==> src/rtl/rv_ctrl_pkg.sv <==
// Shared RV32I decode constants: opcodes, WBSel encodings and control-word layout.
// Used by control_logic, the ID/EX register and the EX stage.
package rv_ctrl_pkg;

  localparam logic [6:0] OP_R      = 7'b0110011;
  localparam logic [6:0] OP_IMM    = 7'b0010011;
  localparam logic [6:0] OP_LOAD   = 7'b0000011;
  localparam logic [6:0] OP_STORE  = 7'b0100011;
  localparam logic [6:0] OP_BRANCH = 7'b1100011;
  localparam logic [6:0] OP_LUI    = 7'b0110111;
  localparam logic [6:0] OP_AUIPC  = 7'b0010111;
  localparam logic [6:0] OP_JAL    = 7'b1101111;
  localparam logic [6:0] OP_JALR   = 7'b1100111;

  localparam logic [1:0] WB_MEM = 2'b00;
  localparam logic [1:0] WB_ALU = 2'b01;
  localparam logic [1:0] WB_PC4 = 2'b10;

  // d_ctrl = {RegWEn,BrUn,ASel,BSel,ALUSel[3:0],access_size[1:0],DMEM_RW,WBSel[1:0],3'b0}
  localparam int CTRL_W         = 16;
  localparam int CTRL_REGWEN    = 15;
  localparam int CTRL_BRUN      = 14;
  localparam int CTRL_ASEL      = 13;
  localparam int CTRL_BSEL      = 12;
  localparam int CTRL_ALUSEL_LO = 8;
  localparam int CTRL_SIZE_LO   = 6;
  localparam int CTRL_DMEM_RW   = 5;
  localparam int CTRL_WBSEL_LO  = 3;

  // No register write, no memory write, every other field zero.
  localparam logic [CTRL_W-1:0] BUBBLE_CTRL = '0;

endpackage

==> src/rtl/id_ex_hazard_detect.sv <==
// Load-use hazard check between the instruction in decode and the one held in EX.
// Decided purely by opcode so an unknown opcode is never mistaken for a load.
module id_ex_hazard_detect
  import rv_ctrl_pkg::*;
(
  input  logic       e_valid,
  input  logic [6:0] e_opcode,
  input  logic [4:0] e_rd,
  input  logic [6:0] d_opcode,
  input  logic [4:0] d_rs1,
  input  logic [4:0] d_rs2,
  output logic       load_use
);

  logic rs1_used;
  logic rs2_used;

  always_comb begin
    rs1_used = !(d_opcode == OP_LUI || d_opcode == OP_AUIPC || d_opcode == OP_JAL);
    rs2_used = (d_opcode == OP_R) || (d_opcode == OP_STORE) || (d_opcode == OP_BRANCH);
    load_use = e_valid && (e_opcode == OP_LOAD) && (e_rd != 5'd0) &&
               ((rs1_used && (d_rs1 == e_rd)) || (rs2_used && (d_rs2 == e_rd)));
  end

endmodule

==> src/rtl/id_ex_pipeline.sv <==
// Decode->execute pipeline register with load-use bubble insertion, flush squash,
// back-pressure hold and a saturating bubble counter.
module id_ex_pipeline
  import rv_ctrl_pkg::*;
#(
  parameter int XLEN  = 32,
  parameter int CNT_W = 32
) (
  input  logic             clock,
  input  logic             reset,
  input  logic [XLEN-1:0]  d_pc,
  input  logic [6:0]       d_opcode,
  input  logic [4:0]       d_rd,
  input  logic [4:0]       d_rs1,
  input  logic [4:0]       d_rs2,
  input  logic [2:0]       d_funct3,
  input  logic [XLEN-1:0]  d_rs1_data,
  input  logic [XLEN-1:0]  d_rs2_data,
  input  logic [XLEN-1:0]  d_imm,
  input  logic [15:0]      d_ctrl,
  input  logic             flush,
  input  logic             hold,
  output logic             stall_fd,
  output logic             e_valid,
  output logic [XLEN-1:0]  e_pc,
  output logic [XLEN-1:0]  e_rs1_data,
  output logic [XLEN-1:0]  e_rs2_data,
  output logic [XLEN-1:0]  e_imm,
  output logic [6:0]       e_opcode,
  output logic [4:0]       e_rd,
  output logic [4:0]       e_rs1,
  output logic [4:0]       e_rs2,
  output logic [2:0]       e_funct3,
  output logic [15:0]      e_ctrl,
  output logic [CNT_W-1:0] bubble_count
);

  localparam logic [CNT_W-1:0] CNT_ONE = {{(CNT_W-1){1'b0}}, 1'b1};
  localparam logic [CNT_W-1:0] CNT_MAX = {CNT_W{1'b1}};

  logic load_use;

  id_ex_hazard_detect u_hazard (
    .e_valid  (e_valid),
    .e_opcode (e_opcode),
    .e_rd     (e_rd),
    .d_opcode (d_opcode),
    .d_rs1    (d_rs1),
    .d_rs2    (d_rs2),
    .load_use (load_use)
  );

  // A flush redirects fetch, so the decode instruction must not be held even if it hazards.
  assign stall_fd = hold | (load_use & ~flush);

  always_ff @(posedge clock or posedge reset) begin
    if (reset) begin
      e_valid      <= 1'b0;
      e_pc         <= '0;
      e_rs1_data   <= '0;
      e_rs2_data   <= '0;
      e_imm        <= '0;
      e_opcode     <= '0;
      e_rd         <= '0;
      e_rs1        <= '0;
      e_rs2        <= '0;
      e_funct3     <= '0;
      e_ctrl       <= BUBBLE_CTRL;
      bubble_count <= '0;
    end else if (hold) begin
      e_valid <= e_valid;
    end else if (flush || load_use) begin
      e_valid      <= 1'b0;
      e_pc         <= '0;
      e_rs1_data   <= '0;
      e_rs2_data   <= '0;
      e_imm        <= '0;
      e_opcode     <= '0;
      e_rd         <= '0;
      e_rs1        <= '0;
      e_rs2        <= '0;
      e_funct3     <= '0;
      e_ctrl       <= BUBBLE_CTRL;
      if (bubble_count != CNT_MAX)
        bubble_count <= bubble_count + CNT_ONE;
    end else begin
      e_valid    <= 1'b1;
      e_pc       <= d_pc;
      e_rs1_data <= d_rs1_data;
      e_rs2_data <= d_rs2_data;
      e_imm      <= d_imm;
      e_opcode   <= d_opcode;
      e_rd       <= d_rd;
      e_rs1      <= d_rs1;
      e_rs2      <= d_rs2;
      e_funct3   <= d_funct3;
      e_ctrl     <= d_ctrl;
    end
  end

endmodule
==> config.mk <==
export PLATFORM = sky130hd
export DESIGN_NAME = id_ex_pipeline
export DESIGN_NICKNAME = d
export VERILOG_FILES = /design/src/rtl/rv_ctrl_pkg.sv /design/src/rtl/id_ex_hazard_detect.sv /design/src/rtl/id_ex_pipeline.sv
export SDC_FILE = /design/constraint.sdc
export NUM_CORES = 1
export LEC_CHECK = 0
export ABC_AREA = 1
export BUFFER_PORTS_ARGS = -buffer_cell sky130_fd_sc_hd__buf_4
export CORE_AREA = 2 2 146 148
export CTS_BUF_LIST = sky130_fd_sc_hd__clkbuf_16
export CTS_CLUSTER_DIAMETER = 30
export CTS_CLUSTER_SIZE = 10
export DETAILED_ROUTE_END_ITERATION = 16
export DIE_AREA = 0 0 148 150
export HOLD_SLACK_MARGIN = 0.1
export PLACE_DENSITY = 0.74
export SLEW_MARGIN = 20
export SYNTH_ARGS = -nofsm -noshare
export SYNTH_HDL_FRONTEND = slang
export SYNTH_SLANG_ARGS = --single-unit
==> constraint.sdc <==
create_clock -name clock -period 18.9 [get_ports clock]
set_clock_uncertainty 0.05 [all_clocks]
set_input_delay 4.725 -clock clock [delete_from_list [all_inputs] [get_ports clock]]
set_output_delay 4.725 -clock clock [all_outputs]
set_load 0.005 [all_outputs]
# After elaboration in Yosys (flattened, before gate mapping)
# Cells that the tools add are included.
[word_totals]
reg_bits = 202
output_inout_bits = 203
wordCells = 52
[classes]
n_bitwise = 4
eq_ne = 10
mux = 11
addsub = 1
n_reduce_logical = 14
[ops]
columns = ["operator", "n"]
rows = [
  ["$mux 32", 4],
  ["$add 32x1->32 const B", 1],
  ["$ne 32x32->1 const B", 1],
  ["$eq 7x6->1 const B", 3],
  ["$mux 16", 1],
  ["$mux 5", 3],
  ["$eq 7x7->1 const B", 2],
  ["$eq 5x5->1", 2],
  ["$eq 7x2->1 const B", 1],
  ["$eq 7x5->1 const B", 1],
  ["$mux 7", 1],
  ["$logic_or 1x1->1", 6],
  ["$logic_and 1x1->1", 5],
  ["$reduce_bool 5->1", 1],
  ["$mux 3", 1],
  ["$reduce_and 3->1", 1],
  ["$not 1->1", 2],
  ["$and 1x1->1", 1],
  ["$logic_not 1->1", 1],
  ["$mux 1", 1],
  ["$or 1x1->1", 1],
]

# Longest topological paths before layout
[logic_depth]
depth_word = 9
ltp_mapped = 15
ltp_nobuf = 13

# By module
# Synthesis repeated with hierarchy kept, for this count alone.
[unflattened]
cells_unflattened = 1165
area_unflattened_um2 = 9136.3
[by_module_without_submodules]
columns = ["mod", "cells_each", "seq_area_each_um2", "area_per_inst_um2", "n_inst"]
rows = [
  ["id_ex_pipeline", 1092, 5054.8, 8847.2, 1],
  ["id_ex_hazard_detect", 73, 0.0, 289.0, 1],
]

# Worst setup path after synthesis
# Ideal clock, no wire load.
[synth_timing]
path_type = "input to output"
from = "in hold"
to = "out stall_fd"
stages = 4
required_ns = 14.125
slack_ns = 8.672
arrival_ns = 5.453
path_cell_list = "clkbuf_1 > inv_2 > buf_1 > o21ai_0"
[synth_between]
elab_chain_len = 1
[synth_rtl]
columns = ["element", "line", "text"]
rows = [
  ["start, declared", "id_ex_pipeline.sv:22", "input logic hold,"],
  ["$or 1x1->1", "id_ex_pipeline.sv:54", "assign stall_fd = hold | (load_use & ~flush);"],
  ["end, declared", "id_ex_pipeline.sv:23", "output logic stall_fd,"],
]
# Every way passes these cells.

# Worst setup path in the final report
# Ends and elaborated chain as after synthesis.

==> impl_metrics.tcl <==
set metrics [dict create \
    status "finished clean" \
    min_period_ps 10920 \
    path_cells "buf_6 -> inv_2 -> o21ai_0 -> buf_4" \
    antenna_left 0 \
    antennaDiodeCount 0 \
    cpPeakStageDelay_ps 740 \
    grt_remaining_overflow 0 \
    yosysUniqueCellTypes 24 \
    synthToLayoutAreaGrowth_pct 49.2 \
    postCtsSetupBuffers 0 \
    num_rows 53 \
    start_util 0.426 \
    regToRegSetupSlack_ps 15780 \
    cts_root_buf "clkbuf_16" \
    grt_setup_unrepaired "false" \
    holdBufCountCts 0 \
    synthCells 1089 \
    cap_violations 0 \
    clock_latency_ps 520 \
    worstHoldStart "e_rs1_data[1]$_DFFE_PP0N_" \
    hold-path-cell-count 2 \
    setup_viol 0 \
    relSlewSlack 0.358 \
    seq_area_frac_synth 0.574 \
    die-width_um 148 \
    critPathLaunchType "input pin" \
    cts_inserted_buffers 45 \
    grt_start_max_net_pins 133 \
    worstHoldPathType "reg2reg" \
    grt_pass1_wl_um 43700 \
    via_count 8518 \
    yosysWarnings 0 \
    hold_end "e_rs1_data[1]$_DFFE_PP0N_" \
    cts_tree "done" \
    fin_area_sq_um 13200 \
    yosys.area.top_type "dfrtp_1" \
    vias_per_cell 4.80 \
    hold_viol 0 \
    fmax_ghz 0.0916 \
    post-dp-hpwl_um 19800 \
    grt_usage 0.250 \
    drcViolationCount 0 \
    power.leakage_nw 7.42 \
    worstPathRequired_ps 14130 \
    timing.final.ws_setup_ps 7980 \
    wl_per_cell_um 15.8 \
    place_ws_ps 8010 \
    pin_count 376 \
    drive_above_1_share 0.310 \
    cts_buffer_depth 3 \
    ir_drop_v 0.0000666 \
    gp_congestion 0.892 \
    cts_resized 0 \
    path_max_fanout 76 \
    synth.top_cells.by_area "dfrtp_1 (57%), nand2_1 (26%), nand4_1 (2.8%)" \
    r2r-end "e_rs2_data[8]$_DFFE_PP0N_" \
    first_pass_iters 5 \
    critPathArrivalTime_ps 6140 \
    end_kind "primary output" \
    synth.ff_latch_count 202 \
    synth.most_common_cell "nand2_1" \
    crit-reg2reg-launch "e_rd[0]$_DFFE_PP0N_" \
    fin_crit_sh 0.578 \
    syn_avg_cell_area_sq_um 8.09 \
    tightest_slew_ps 962 \
    numPortBuffers 375 \
    die_h_um 150 \
    ys_async_sr_fraction 1.00 \
    cts_num_sinks 202 \
    power_density_nw_per_um2 104 \
    cp_slowest_cell "inv_2" \
    reg2reg_depth 12 \
    maxSlewViolCount 0 \
    grt_pass1_vias 8297 \
    synth-edff-count 0 \
    nets 1638 \
    core_area_sq_um 20700 \
    fin_setup_tns_ps 0 \
    h-tree-depth 2 \
    first_iter_violations 371 \
    die-area_sq_um 22200 \
    synth_top_area_share 0.574 \
    synthesis.nets 1263 \
    syn_area_sq_um 8810 \
    critPathKind "in2out" \
    synth_common_cells "nand2_1 (618), dfrtp_1 (202), inv_1 (59)" \
    totalWireLength_um 28100 \
    dpl_cell_area_sq_um 11700 \
    antenna_found_initial 0 \
    synth-main-ff-cell "dfrtp_1" \
    path_clk_slew_ps 40 \
]
[report_power, final]
group / leakage (nW) / switching [mW] / total [mW] / internal, mW
combinational: 4.07 / 0.0747 / 0.154 / 0.0793
clock: 0.696 / 0.255 / 0.723 / 0.468
sequential: 2.66 / 0.0258 / 0.491 / 0.466
[state kept, by name (all words and copies together) (netlist names)]
signal,flops
bubble_count,32
e_imm,32
e_pc,32
e_rs1_data,32
e_rs2_data,32
e_ctrl,16
e_opcode,7
e_rd,5
e_rs1,5
e_rs2,5
e_funct3,3
e_valid,1
[critical path: cells and delay by family]
kind / cells / cell delay [ps]
compound gates: 1 / 190
buf+inv: 3 / 1180
[cells in the final DEF (no fill, tap or decap), types with 2 or more instances in the layout]
cell type | Yosys | final
dfrtp_1 | 202 | 202
nand3_1 | 31 | 31
nor3_1 | 9 | 9
clkinv_4 | 0 | 5
bufinv_16 | 0 | 2
nand2_2 | 3 | 3
buf_6 | 11 | 2
clkinvlp_4 | 0 | 6
nor2_1 | 39 | 39
inv_1 | 59 | 59
buf_4 | 2 | 376
xnor2_1 | 8 | 8
inv_6 | 0 | 11
clkinv_1 | 0 | 6
nand2_1 | 618 | 618
clkinv_2 | 0 | 7
xor2_1 | 10 | 10
nor2_4 | 2 | 2
clkbuf_16 | 0 | 45
nand3b_1 | 3 | 3
o22ai_1 | 2 | 2
nand4_1 | 40 | 40
o21ai_0 | 6 | 6
nand3_2 | 2 | 2
[per-stage QoR]
stage	util	power, mW	cells	hold slack, ps
after floorplan	-	0.552	1089	420
after global placement	0.566	0.650	1692	411
after detailed placement	0.566	0.653	1692	416
after CTS	0.635	1.38	1775	429
after global routing	0.636	1.42	1775	445
final	0.636	1.37	1775	424
[metal layers]
| layer | wire length (um) | track usage | up-vias |
|---|---|---|---|
| met5 | 0 | 0 | - |
| met2 | 13900 | 0.432 | 377 |
| li1 | - | - | 4112 |
| met1 | 11000 | 0.297 | 3971 |
| met3 | 2300 | 0.0665 | 58 |
| met4 | 943 | 0.102 | 0 |
[cells by family (layout without fill, tap and decap cells)]
family | count (synthesis) | count (layout) | share of synthesized area
XOR/XNOR | 18 | 18 | 0.0179
AO/OA/AOI/OAI | 9 | 9 | 0.00539
buffers and inverters | 111 | 522 | 0.0592
AND/OR/NAND/NOR | 748 | 748 | 0.342
adder cells (fa/ha/maj) | 1 | 1 | 0.00142
flip-flops | 202 | 202 | 0.574
[worst max-delay path by stage]
stage | startpoint | endpoint | slack [ps] | cells after the start
floorplan | reset | bubble_count[0]$_DFFE_PP0P_ | 8610 | 1
global placement | hold | stall_fd | 8030 | 4
detailed placement | hold | stall_fd | 8010 | 4
CTS | hold | stall_fd | 8020 | 4
global route | hold | stall_fd | 7860 | 4
finish | hold | stall_fd | 7980 | 4
[cell type report]
cell class	count	area [sq um]
Clock buffer	45	1130
Clock inverter	38	307
Fill cell	1771	7540
Inverter	61	239
Multi-Input combinational cell	776	3240
Sequential cell	202	5050
Tap cell	275	344
Timing Repair Buffer	378	2850
(Power assumes the default switching activity.)
